### config.mk
export PLATFORM = sky130hd
export DESIGN_NAME = fft_mult_scheduler_flat
export DESIGN_NICKNAME = d
export VERILOG_FILES = /design/src/rtl/fft_float_pkg.sv /design/src/rtl/fft_mult_scheduler_if.sv /design/src/rtl/fft_rr_arbiter.sv /design/src/rtl/fft_mult_scheduler.sv /design/src/flat_wrapper.sv
export SDC_FILE = /design/constraint.sdc
export NUM_CORES = 1
export LEC_CHECK = 0
export ABC_AREA = 0
export BUFFER_PORTS_ARGS = -buffer_cell sky130_fd_sc_hd__buf_2
export CORE_ASPECT_RATIO = 0.9
export CORE_MARGIN = 2
export CORE_UTILIZATION = 48
export DETAILED_ROUTE_END_ITERATION = 8
export PLACE_DENSITY = 0.86
export SYNTH_ARGS = -nofsm -noshare
export SYNTH_HDL_FRONTEND = slang
export SYNTH_HIERARCHICAL = 1
export SYNTH_SLANG_ARGS = --single-unit
export TNS_END_PERCENT = 30
### constraint.sdc
create_clock -name clkExt -period 6.1 [get_ports clkExt]
set_clock_uncertainty 0.05 [all_clocks]
set_input_delay 0 -clock clkExt [delete_from_list [all_inputs] [get_ports clkExt]]
set_output_delay 0 -clock clkExt [all_outputs]
set_load 0.05 [all_outputs]
### src/rtl/fft_float_pkg.sv
// rtl/fft_float_pkg.sv - operand/result widths shared by the FFT multiplier scheduler
package fft_float_pkg;

    localparam int MANT_W     = 10;
    localparam int EXP_W      = 5;
    localparam int RES_MANT_W = 15;

    // Requester id width; at least one bit even for degenerate counts.
    function automatic int id_width(input int n);
        return (n < 2) ? 1 : $clog2(n);
    endfunction

endpackage

### src/rtl/fft_mult_scheduler_if.sv
// rtl/fft_mult_scheduler_if.sv - requester and multiplier-side bus of the shared multiplier scheduler
interface fft_mult_scheduler_if #(
    parameter int NREQ = 4
);
    import fft_float_pkg::*;

    localparam int ID_W = id_width(NREQ);

    logic [NREQ-1:0]        iReqValid;
    logic [NREQ-1:0]        oReqReady;
    logic [NREQ*MANT_W-1:0] iReqMant1;
    logic [NREQ*EXP_W-1:0]  iReqExp1;
    logic [NREQ*MANT_W-1:0] iReqMant2;
    logic [NREQ*EXP_W-1:0]  iReqExp2;

    logic                   oMulStart;
    logic [MANT_W-1:0]      oMulMant1;
    logic [EXP_W-1:0]       oMulExp1;
    logic [MANT_W-1:0]      oMulMant2;
    logic [EXP_W-1:0]       oMulExp2;
    logic [RES_MANT_W-1:0]  iMulMantR;
    logic [EXP_W-1:0]       iMulExpR;

    logic                   oRspValid;
    logic [ID_W-1:0]        oRspId;
    logic [RES_MANT_W-1:0]  oRspMant;
    logic [EXP_W-1:0]       oRspExp;

    modport slave (
        input  iReqValid, iReqMant1, iReqExp1, iReqMant2, iReqExp2,
        input  iMulMantR, iMulExpR,
        output oReqReady,
        output oMulStart, oMulMant1, oMulExp1, oMulMant2, oMulExp2,
        output oRspValid, oRspId, oRspMant, oRspExp
    );

    modport master (
        output iReqValid, iReqMant1, iReqExp1, iReqMant2, iReqExp2,
        output iMulMantR, iMulExpR,
        input  oReqReady,
        input  oMulStart, oMulMant1, oMulExp1, oMulMant2, oMulExp2,
        input  oRspValid, oRspId, oRspMant, oRspExp
    );

endinterface

### src/rtl/fft_rr_arbiter.sv
// rtl/fft_rr_arbiter.sv - combinational round-robin grant starting at a supplied pointer
module fft_rr_arbiter
    import fft_float_pkg::*;
#(
    parameter int NREQ = 4,
    localparam int ID_W = id_width(NREQ)
) (
    input  logic [NREQ-1:0] req,
    input  logic [ID_W-1:0] ptr,
    output logic [NREQ-1:0] grant,
    output logic [ID_W-1:0] grant_idx,
    output logic            grant_any
);

    int              idx;
    logic [ID_W-1:0] sel;

    // Scan NREQ positions from ptr, wrapping; first requester found wins.
    always_comb begin
        grant     = '0;
        grant_idx = '0;
        grant_any = 1'b0;
        idx       = 0;
        sel       = '0;
        for (int k = 0; k < NREQ; k++) begin
            idx = int'(ptr) + k;
            if (idx >= NREQ) begin
                idx = idx - NREQ;
            end
            sel = ID_W'(idx);
            if (!grant_any && req[sel]) begin
                grant_any  = 1'b1;
                grant[sel] = 1'b1;
                grant_idx  = sel;
            end
        end
    end

endmodule

### src/rtl/fft_mult_scheduler.sv
// rtl/fft_mult_scheduler.sv - shares one multiplier among NREQ requesters; FFT_MULT_OPCNT_EN adds oOpCount
module fft_mult_scheduler
    import fft_float_pkg::*;
#(
    parameter int NREQ     = 4,
    parameter int MUL_LAT  = 2,
    parameter int MUL_PIPE = 0
) (
    input  logic                 clkExt,
    input  logic                 rstN,
    fft_mult_scheduler_if.slave  bus
`ifdef FFT_MULT_OPCNT_EN
    ,
    output logic [15:0]          oOpCount
`endif
);

    localparam int ID_W = id_width(NREQ);

    logic [ID_W-1:0]   rr_ptr;
    logic [ID_W-1:0]   gnt_idx;
    logic [NREQ-1:0]   gnt;
    logic              gnt_any;
    logic              busy;
    logic              can_issue;
    logic              accept;
    logic [ID_W-1:0]   issue_id;
    logic [ID_W-1:0]   next_ptr;

    logic [MANT_W-1:0] sel_mant1;
    logic [EXP_W-1:0]  sel_exp1;
    logic [MANT_W-1:0] sel_mant2;
    logic [EXP_W-1:0]  sel_exp2;

    logic [MUL_LAT-1:0] tag_v;
    logic [ID_W-1:0]    tag_id [MUL_LAT];

    fft_rr_arbiter #(.NREQ(NREQ)) u_arb (
        .req       (bus.iReqValid),
        .ptr       (rr_ptr),
        .grant     (gnt),
        .grant_idx (gnt_idx),
        .grant_any (gnt_any)
    );

    assign can_issue     = (MUL_PIPE != 0) ? 1'b1 : !busy;
    assign bus.oReqReady = can_issue ? gnt : '0;
    assign accept        = can_issue & gnt_any;
    assign next_ptr      = (int'(gnt_idx) == NREQ - 1) ? '0 : gnt_idx + 1'b1;

    always_comb begin
        sel_mant1 = bus.iReqMant1[int'(gnt_idx)*MANT_W +: MANT_W];
        sel_exp1  = bus.iReqExp1[int'(gnt_idx)*EXP_W +: EXP_W];
        sel_mant2 = bus.iReqMant2[int'(gnt_idx)*MANT_W +: MANT_W];
        sel_exp2  = bus.iReqExp2[int'(gnt_idx)*EXP_W +: EXP_W];
    end

    // The tag pipe is fed from the issue strobe, so its tap lines up with the
    // cycle the multiplier result is valid; the response registers one cycle later.
    always_ff @(posedge clkExt or negedge rstN) begin
        if (!rstN) begin
            rr_ptr        <= '0;
            busy          <= 1'b0;
            issue_id      <= '0;
            bus.oMulStart <= 1'b0;
            bus.oMulMant1 <= '0;
            bus.oMulExp1  <= '0;
            bus.oMulMant2 <= '0;
            bus.oMulExp2  <= '0;
            tag_v         <= '0;
            for (int i = 0; i < MUL_LAT; i++) begin
                tag_id[i] <= '0;
            end
            bus.oRspValid <= 1'b0;
            bus.oRspId    <= '0;
            bus.oRspMant  <= '0;
            bus.oRspExp   <= '0;
        end else begin
            bus.oMulStart <= accept;
            if (accept) begin
                rr_ptr        <= next_ptr;
                issue_id      <= gnt_idx;
                bus.oMulMant1 <= sel_mant1;
                bus.oMulExp1  <= sel_exp1;
                bus.oMulMant2 <= sel_mant2;
                bus.oMulExp2  <= sel_exp2;
            end

            tag_v[0]  <= bus.oMulStart;
            tag_id[0] <= issue_id;
            for (int i = 1; i < MUL_LAT; i++) begin
                tag_v[i]  <= tag_v[i-1];
                tag_id[i] <= tag_id[i-1];
            end

            bus.oRspValid <= tag_v[MUL_LAT-1];
            if (tag_v[MUL_LAT-1]) begin
                bus.oRspId   <= tag_id[MUL_LAT-1];
                bus.oRspMant <= bus.iMulMantR;
                bus.oRspExp  <= bus.iMulExpR;
            end

            // Busy clears on the edge the response registers, so a new op can
            // be accepted in the same cycle oRspValid is high.
            if (accept) begin
                busy <= 1'b1;
            end else if (tag_v[MUL_LAT-1]) begin
                busy <= 1'b0;
            end
        end
    end

`ifdef FFT_MULT_OPCNT_EN
    always_ff @(posedge clkExt or negedge rstN) begin
        if (!rstN) begin
            oOpCount <= '0;
        end else if (accept) begin
            oOpCount <= oOpCount + 16'd1;
        end
    end
`endif

endmodule

### src/flat_wrapper.sv
// flat-port wrapper written by rule: the top's interface ports become plain ports
module fft_mult_scheduler_flat import fft_float_pkg::*;
#(
    parameter int NREQ     = 4,
    parameter int MUL_LAT  = 2,
    parameter int MUL_PIPE = 0
)
  (clkExt, rstN, bus_iReqValid, bus_iReqMant1, bus_iReqExp1, bus_iReqMant2, bus_iReqExp2, bus_iMulMantR, bus_iMulExpR, bus_oReqReady, bus_oMulStart, bus_oMulMant1, bus_oMulExp1, bus_oMulMant2, bus_oMulExp2, bus_oRspValid, bus_oRspId, bus_oRspMant, bus_oRspExp);
  fft_mult_scheduler_if #(.NREQ(NREQ)) bus_i ();
  input  logic clkExt;
  input  logic rstN;
  input wire logic [$bits(bus_i.iReqValid)-1:0] bus_iReqValid;
  input wire logic [$bits(bus_i.iReqMant1)-1:0] bus_iReqMant1;
  input wire logic [$bits(bus_i.iReqExp1)-1:0] bus_iReqExp1;
  input wire logic [$bits(bus_i.iReqMant2)-1:0] bus_iReqMant2;
  input wire logic [$bits(bus_i.iReqExp2)-1:0] bus_iReqExp2;
  input wire logic [$bits(bus_i.iMulMantR)-1:0] bus_iMulMantR;
  input wire logic [$bits(bus_i.iMulExpR)-1:0] bus_iMulExpR;
  output wire logic [$bits(bus_i.oReqReady)-1:0] bus_oReqReady;
  output wire logic [$bits(bus_i.oMulStart)-1:0] bus_oMulStart;
  output wire logic [$bits(bus_i.oMulMant1)-1:0] bus_oMulMant1;
  output wire logic [$bits(bus_i.oMulExp1)-1:0] bus_oMulExp1;
  output wire logic [$bits(bus_i.oMulMant2)-1:0] bus_oMulMant2;
  output wire logic [$bits(bus_i.oMulExp2)-1:0] bus_oMulExp2;
  output wire logic [$bits(bus_i.oRspValid)-1:0] bus_oRspValid;
  output wire logic [$bits(bus_i.oRspId)-1:0] bus_oRspId;
  output wire logic [$bits(bus_i.oRspMant)-1:0] bus_oRspMant;
  output wire logic [$bits(bus_i.oRspExp)-1:0] bus_oRspExp;
  assign bus_i.iReqValid = bus_iReqValid;
  assign bus_i.iReqMant1 = bus_iReqMant1;
  assign bus_i.iReqExp1 = bus_iReqExp1;
  assign bus_i.iReqMant2 = bus_iReqMant2;
  assign bus_i.iReqExp2 = bus_iReqExp2;
  assign bus_i.iMulMantR = bus_iMulMantR;
  assign bus_i.iMulExpR = bus_iMulExpR;
  assign bus_oReqReady = bus_i.oReqReady;
  assign bus_oMulStart = bus_i.oMulStart;
  assign bus_oMulMant1 = bus_i.oMulMant1;
  assign bus_oMulExp1 = bus_i.oMulExp1;
  assign bus_oMulMant2 = bus_i.oMulMant2;
  assign bus_oMulExp2 = bus_i.oMulExp2;
  assign bus_oRspValid = bus_i.oRspValid;
  assign bus_oRspId = bus_i.oRspId;
  assign bus_oRspMant = bus_i.oRspMant;
  assign bus_oRspExp = bus_i.oRspExp;
  fft_mult_scheduler #(.NREQ(NREQ), .MUL_LAT(MUL_LAT), .MUL_PIPE(MUL_PIPE)) u_core (.clkExt(clkExt), .rstN(rstN), .bus(bus_i));
endmodule
==> run summary, run 1 <==
The worst setup path is captured at a flop. The floorplan core area is 7430 um2. For this run the aggregate overflow at the end of global routing stands at 0.

The tightest min-delay check is of the input port to flop type. The data arrival time of the worst path is 4.08 ns. The number of pins with negative max-slew slack in the final report is 0. The count of flip-flops with a built-in enable after synthesis is 0. The overall routing resource usage is 0.237. After clock tree synthesis, the setup repair step added 0 buffers. Clock-pin slew was measured on the worst setup and hold paths at 0.08 ns. The share of total power consumed by net switching is 0.470.

The tightest slew margin relative to the limit is 0.368. The antenna cell count came out at 0. Setup violations remaining at the end of the flow were counted as 0. The number of non-filler instances in the completed layout is 541.

The post-layout net count is 592. Of the total power, the clock network draws 0.119. The number of filler cells placed in the layout came out at around 530. TritonCTS built the clock tree. The count of clock tree sinks came out at 65. The last weighted congestion value of the routability-driven placer is 0.799. The layout cell share with drive strength beyond 1 is 0.708. Setup repair after global routing left no endpoint under its margin. The violation count after the first detailed-routing iteration is 71. Counting distinct cell types in the post-synthesis netlist gives 28. The maximum number of pins on one net before global-route repair is 66.

The share of the Yosys chip area taken by registers is 0.448. The data required time at the worst endpoint is around 6.3 ns. The number of H-tree branching levels is 3. The summed negative setup slack over all endpoints is 0 ns.

The detailed-route DRC error count came out at 0. For this design the ratio of total power to cell area is about 680 nW/um2. The number of global-route vias before repair came out at 3102. For this design the top-level I/O count stands at approximately 200. In this run the cell area measured after placement is roughly 4700 um2. The detail route stage leaves a number of antenna-violating nets equal to 0. The flip-flop and latch count after synthesis is 65.

The initial antenna violation count came out at 0. The area of the die is just over 8000 um2. The mapped netlist covers between 3000 and 4000 um2. The placed wire-length estimate is between 6000 and 7000 um. The number of rows in the core area came out at 30. The effective utilization at floorplan came out at 0.489. The portion of synthesized cell area occupied by the leading cell type is 0.448. The summed area of non-filler cells in the final layout is about 5000 um2.

The post-route fraction of the period consumed by the critical path is 0.640. The internal power consumption is between 1500 and 2000 uW. Synthesis handed over a netlist of approximately 220 instances. Timing would allow up to 256 MHz. Across the VDD grid, the largest voltage drop is between 300 and 400 uV.

The synthesis-to-finish area growth is 40.7%. Yosys attributes the largest share of cell area to dfrtp_1 (45%), mux4_2 (19%), mux2_4 (12%). The number of warnings issued by yosys is 6. The transition at the pin with the smallest max-transition slack is about 0.95 ns. A synthesized cell averages between 15 and 20 um2. The clock passes through at most 2 buffers.

The part of the power in combinational logic came out at 0.650. The first global-routing pass estimated ~15000 um of wire. STA classifies the critical path startpoint as a flop. The count of buffers from port buffering is between 200 and 250.

Clock latency on the worst-skew pair, taken at its later pin, is 0.33 ns. The global routing stage identified its most utilized layer as met2. Summed over all cells, the static leakage comes to approximately 0.0025 uW.

Using the TritonRoute via totals, the vias-per-cell ratio works out to roughly 5.3. The fraction of registers with async set/reset came out at 1.00. The total routed wirelength is just under 10000 um.

The number of gates resized after CTS came out at 0. Yosys instantiated no cell more often than dfrtp_1. For this run, global-route usage on met1 was measured as 0.269. The post-synth net total came out at 370. The max-capacitance violation count is 0. The met2 track demand over resource is 0.421. The pre-antenna-repair detailed-routing pass consisted of 4 iterations. The tightest hold path in the finished design has a slack of about 0.054 ns. The height of the die came out at 86.5 um. The commonest cells after synthesis are dfrtp_1 (65), mux2_2 (30), mux4_2 (30), mux2_4 (28), a22oi_1 (8). The sequential cell fraction of total power is 0.231.

The critical path is of the flop to flop type. Of all nets on the critical path, the largest fanout is 28. In this run the clock root is driven by a clkbuf_8. The flow ran to the end, and the final reports show no timing, DRC or antenna violations.

The final-report hold violation count is 0. For this run, the leading register cell type out of synthesis is dfrtp_1. The global routing met3 resource utilization came out at 0.0748. The horizontal die dimension came out at around 96 um. The number of CTS-inserted buffers is 9. The routed layout has 2889 vias.

The cell type with the largest total area after synthesis is dfrtp_1. The net load switching power is roughly 1600 uW. The routed design could run at a clock period as short as between 3 and 4 ns. After detailed placement, the design holds a cell count of 504.

The detail-routed net length per standard cell is about 18 um.
## layout by cell type (no fill, tap or decap), drive strengths merged, types with 2 or more instances in the layout
master	netlist	layout
mux4	34	34
nor2b	5	5
dfrtp	65	65
ha	6	6
mux2	58	58
o21ai	5	5
buf	14	206
clkinvlp	0	2
dlygate4sd3	0	21
nor2	4	4
bufinv	0	2
a22oi	8	8
inv	4	5
a21oi	2	2
clkbuf	2	10
## power by group through the flow
| stage | combinational, uW | clock [uW] | sequential [uW] |
|---|---|---|---|
| 5_1_grt | 2390 | 448 | 835 |
| 3_3_place_gp | 2200 | 0 | 789 |
| 2_1_floorplan | 1290 | 0 | 1410 |
| 3_5_place_dp | 2260 | 0 | 805 |
| 4_1_cts | 2270 | 426 | 802 |
| 6_report | 2270 | 414 | 806 |
## per-stage QoR
| step | total power (uW) | util | setup WS (ns) |
|---|---|---|---|
| 5_1_grt | 3670 | 0.688 | 1.94 |
| 6_report | 3490 | 0.688 | 2.20 |
| 3_5_place_dp | 3060 | 0.629 | 2.19 |
| 4_1_cts | 3500 | 0.688 | 2.19 |
| 3_3_place_gp | 2980 | 0.629 | 2.32 |
| 2_1_floorplan | 2700 | - | 3.05 |
## critical path: stages, from the launching register on
cell     delay (ns)
dfrtp_1        0.70
inv_1          0.13
ha_1           0.38
mux4_2         0.44
and2b_2        0.30
o21ai_0        0.14
o31ai_4        0.20
buf_4          0.55
mux4_1         0.61
mux2_2         0.27
## registers in the layout, summed over array words and instances (netlist names)
signal,cells
u_core/bus.oRspMant,15
u_core/rr_ptr,2
u_core/bus.oRspExp,5
u_core/bus.oMulStart,1
u_core/bus.oRspValid,1
u_core/bus.oMulExp2,5
u_core/bus.oRspId,2
u_core/bus.oMulMant2,10
u_core/bus.oMulMant1,10
u_core/bus.oMulExp1,5
u_core/tag_id,4
u_core/busy,1
u_core/issue_id,2
u_core/tag_v,2
## timing repair
action | CTS | global route
hold buffers | 21 | 0
endpoints found under the setup margin | 0 | 0
endpoints found under the hold margin | 85 | 0
## kinds of logic (layout without fill, tap and decap cells)
logic type | count (synthesis) | after routing | synth area share
buffers and inverters | 20 | 247 | 0.0424
flip-flops | 65 | 65 | 0.448
AO/OA/AOI/OAI | 19 | 19 | 0.0355
multiplexers | 93 | 93 | 0.426
AND/OR/NAND/NOR | 15 | 15 | 0.0275
adder cells (fa/ha/maj) | 6 | 6 | 0.0207
## path summary, 6_finish.rpt
path                                                   start                                  end  slack [ns]  cells past startpoint
worst max-delay path            u_core/rr_ptr[0]$_DFFE_PN0P_  u_core/bus.oMulMant2[8]$_DFFE_PN0P_        2.20                      9
worst min-delay path                         bus_iReqExp1[3]   u_core/bus.oMulExp1[3]$_DFFE_PN0P_        0.05                      3
worst max register to register  u_core/rr_ptr[0]$_DFFE_PN0P_  u_core/bus.oMulMant2[8]$_DFFE_PN0P_        2.20                      9
worst min register to register    u_core/tag_id[3]$_DFF_PN0_           u_core/tag_id[1]$_DFF_PN0_        0.30                      0
max in group asynchronous                               rstN   u_core/bus.oMulExp1[4]$_DFFE_PN0P_        5.16                      3
min in group asynchronous                               rstN  u_core/bus.oMulMant2[2]$_DFFE_PN0P_        0.32                      3
## per-layer routing
metal / share of wire / routed length (um)
met1: 0.36 / 3590
met2: 0.53 / 5230
met3: 0.089 / 877
met4: 0.015 / 148
met5: 0 / 0
## final cells by class
| type | count | area [um2] | area share |
|---|---|---|---|
| multi-input combinational | 133 | 1880 | 0.367 |
| clock buffer | 10 | 138 | 0.0269 |
| inverter | 4 | 15.0 | 0.00294 |
| tap | 96 | 120 | 0.0235 |
| clock inverter | 6 | 88.8 | 0.0174 |
| sequential | 65 | 1630 | 0.318 |
| timing repair buffer | 227 | 1250 | 0.244 |
Power figures use the tool's default switching activity.
==> inputs of run 2 (changes only) <==
CORE_UTILIZATION = 40   (was 48)
PLACE_DENSITY = 0.76   (was 0.86)
clock period = 3.5 ns   (was 6.1 ns; I/O delays follow)
==> run 2 against run 1 <==
  * Via count fell by 1.7%
  * Die area rose by 19%
  * Critical path type unchanged
  * Largest cell class unchanged
  * Fmax rose by 17%
  * Total power rose by 79%
  * Clock-buffer cell count fell by 1
  * Clock power rose by 76%
  * Design area rose by 2.2%
  * Sequential power rose by 71%
  * Setup slack got worse by 2.0 ns
  * First-iteration DRC count rose by 120%
  * Core utilization fell by 8.6 points
  * Register-to-register slack got worse by 2.0 ns
==> run summary, run 2 (synthesis gave the netlist of run 1 again) <==
The worst register-to-register path begins at u_core/rr_ptr[0]$_DFFE_PN0P_. The number of primary I/O pins came to 204 (unchanged). The max-capacitance violation count was 0 (unchanged).

In the layout the commonest cells are buf_2 (203), dfrtp_1 (64), mux4_2 (30), mux2_2 (30), mux2_4 (28). The biggest cell delay along the critical path came out at 0.53 ns (-0.17 ns). The startpoint type of the worst setup path is a flop. The wire length of the first global-routing pass is 14900 um (+2.0%). The total routed wirelength is 9730 um (-1.2%). The initial antenna violation count came out at 0 (unchanged).

The worst setup path startpoint is u_core/rr_ptr[0]$_DFFE_PN0P_. The tightest min-delay check is of the input port to flop type. The detail-routed net length per standard cell came out at 17.0 um (-6.6%). The overall routing resource usage is 0.195 (-0.0416). The power density normalized to cell area came out at 1190 nW/um2 (+75%). The largest registers in the layout are u_core/bus.oRspMant x15, u_core/bus.oMulMant1 x10, u_core/bus.oMulMant2 x10.

The data arrival time of the worst path is 3.50 ns (-0.58 ns). The transition at the pin with the smallest max-transition slack came out at 0.951 ns (+0.00263 ns). The tree is rooted in a clkbuf_8. The number of H-tree branching levels is 3 (unchanged). The maximum number of pins on one net before global-route repair was 39 (-41%). The clock period minus final worst setup slack was 3.34 ns (-0.567 ns). The number of CTS-inserted buffers came to 9 (unchanged). The clock latency on the worst-skew pair came out at 0.33 ns (about the same). The via density per instance came out at 4.97 (-7.0%). The area of the die is 9860 um2 (+19%). The most common cell after layout, fill and taps aside is buf_2. The number of flip-flops in the largest register came out at 15 (unchanged). The flow ran to the end, and the final reports show no timing, DRC or antenna violations. The horizontal die dimension is 104 um (+9.1%).

The layout cell share with drive strength beyond 1 is 0.715 (+0.00737). Setup repair after global routing left no endpoint under its margin. The placed wire-length estimate is 7030 um (+1.0%).

The iteration count of the initial detailed-routing pass is 6 (+2). The cell family contributing the most delay on the critical path is multiplexers. The tightest slew margin relative to the limit is 0.366 (-0.00175). The post-layout net count is 600 (+1.4%). The count of buffers from port buffering is 203 (unchanged). The worst hold path begins at bus_iReqMant2[8]. The number of pins with negative max-slew slack in the final report is 0 (unchanged). The end-of-flow core utilization is 0.602 (-0.0864). The largest fanout of any net on the critical path came out at 15 (-46%). The buffers plus inverters on the worst setup path came out at 3 (+1).

The leftover overflow at the end of global routing came to 0 (unchanged). The post-route fraction of the period consumed by the critical path is 0.954 (+0.314). The effective utilization at floorplan came to 0.418 (-0.0707). The category of the most critical setup path is flop to flop. The count of final setup violators is 0 (unchanged). The slowest cell on the critical path is dfrtp_1. The last weighted congestion value of the routability-driven placer was 0.839 (+4.9%). The floorplan core area is 8690 um2 (+17%). The cell seen most often among critical-path stages is mux4_2. The count of clock tree sinks came out at 65 (unchanged).

The endpoint class of the critical path is a flop. The worst-case vdd ir drop came out at 561 uV (+66%). The height of the die was 94.4 um (+9.1%).

The data required time at the worst endpoint came out at 3.67 ns (-2.60 ns). The maximum clock frequency is 300 MHz (+17%). The number of rows in the core area is 32 (+6.7%).

The final-report hold violation count came out at 0 (unchanged). The summed negative setup slack over all endpoints came out at 0 ns (unchanged). The number of routed nets with antenna violations is 0 (unchanged). The violation count after the first detailed-routing iteration came out at 153 (+120%).

TritonCTS built the clock tree. The via count is 2841 (-1.7%). Counting flops per register, the top entry is u_core/bus.oRspMant. The synthesis-to-finish area growth came out at 43.8%.

The clock-pin slew of the registers on the worst-case setup and hold paths came out at 0.08 ns (about the same). The antenna cell count came out at 0 (unchanged). The maximum clock insertion buffer count is 2 (unchanged).

The number of global-route vias before repair came out at 3016 (-2.8%). The leakage power summed over all cells came out at 0.00251 uW (+2.1%). The detailed-route DRC error count came out at 0 (unchanged). Walking the worst path, the cells encountered are inv_1, ha_1, mux4_2, and2b_2, o21ai_0, o31ai_4, buf_4, buf_12, mux4_2, mux2_4.
## run 2: per-layer routing
metal  vias up  wire [um]  GRT usage
li1       1314          -          -
met1      1364       4060      0.247
met2       153       4790      0.325
met3        10        775     0.0559
met4         0        105     0.0676
met5         -          0          0
## run 2: final timing paths
path | to | slack, ns | cells after the start
max | u_core/bus.oMulMant2[6]$_DFFE_PN0P_ | 0.16 | 10
min | u_core/bus.oMulMant2[8]$_DFFE_PN0P_ | 0.05 | 3
max reg2reg | u_core/bus.oMulMant2[6]$_DFFE_PN0P_ | 0.16 | 10
min reg2reg | u_core/tag_v[1]$_DFF_PN0_ | 0.30 | 0
max in group asynchronous | u_core/bus.oMulMant2[0]$_DFFE_PN0P_ | 2.27 | 3
min in group asynchronous | u_core/bus.oRspMant[1]$_DFFE_PN0P_ | 0.19 | 2
## run 2: power by group
group | total (uW) | switching (uW) | internal [uW]
Sequential | 1380 | 249 | 1140
Clock | 727 | 318 | 409
Combinational | 4130 | 2310 | 1820
## run 2: what timing repair did
| item | in CTS | in global routing |
|---|---|---|
| endpoints found under the setup margin | 0 | 20 |
| hold buffers | 21 | 0 |
| endpoints found under the hold margin | 47 | 0 |
| setup buffers | 0 | 3 |
| gates resized for setup | 0 | 1 |
## run 2: worst reg2reg max path, stage by stage (launching register included)
cell,delay (ns)
dfrtp_1,0.53
inv_1,0.12
ha_1,0.37
mux4_2,0.39
and2b_2,0.28
o21ai_0,0.32
o31ai_4,0.12
buf_4,0.18
buf_12,0.16
mux4_2,0.43
mux2_4,0.27
## run 2: layout make-up
type	count	area, um2
inverters	4	15.0
well taps	119	149
repair buffers	234	1330
multi-input cells	134	1880
fillers	692	3460
clock inverters	7	100
clock buffers	9	124
flip-flops and latches	65	1630
## run 2: stage by stage
step | std cells | hold WS (ns) | cell area [um2] | total power [uW] | setup slack (ns)
floorplan | 218 | -0.346 | 3630 | 4710 | 0.448
global placement | 531 | -0.00495 | 4760 | 5360 | 0.264
detailed placement | 531 | 0.00775 | 4760 | 5460 | 0.127
CTS | 568 | 0.0362 | 5190 | 6210 | 0.107
global route | 572 | 0.0373 | 5230 | 6590 | 0.000564
finish | 572 | 0.0477 | 5230 | 6240 | 0.162
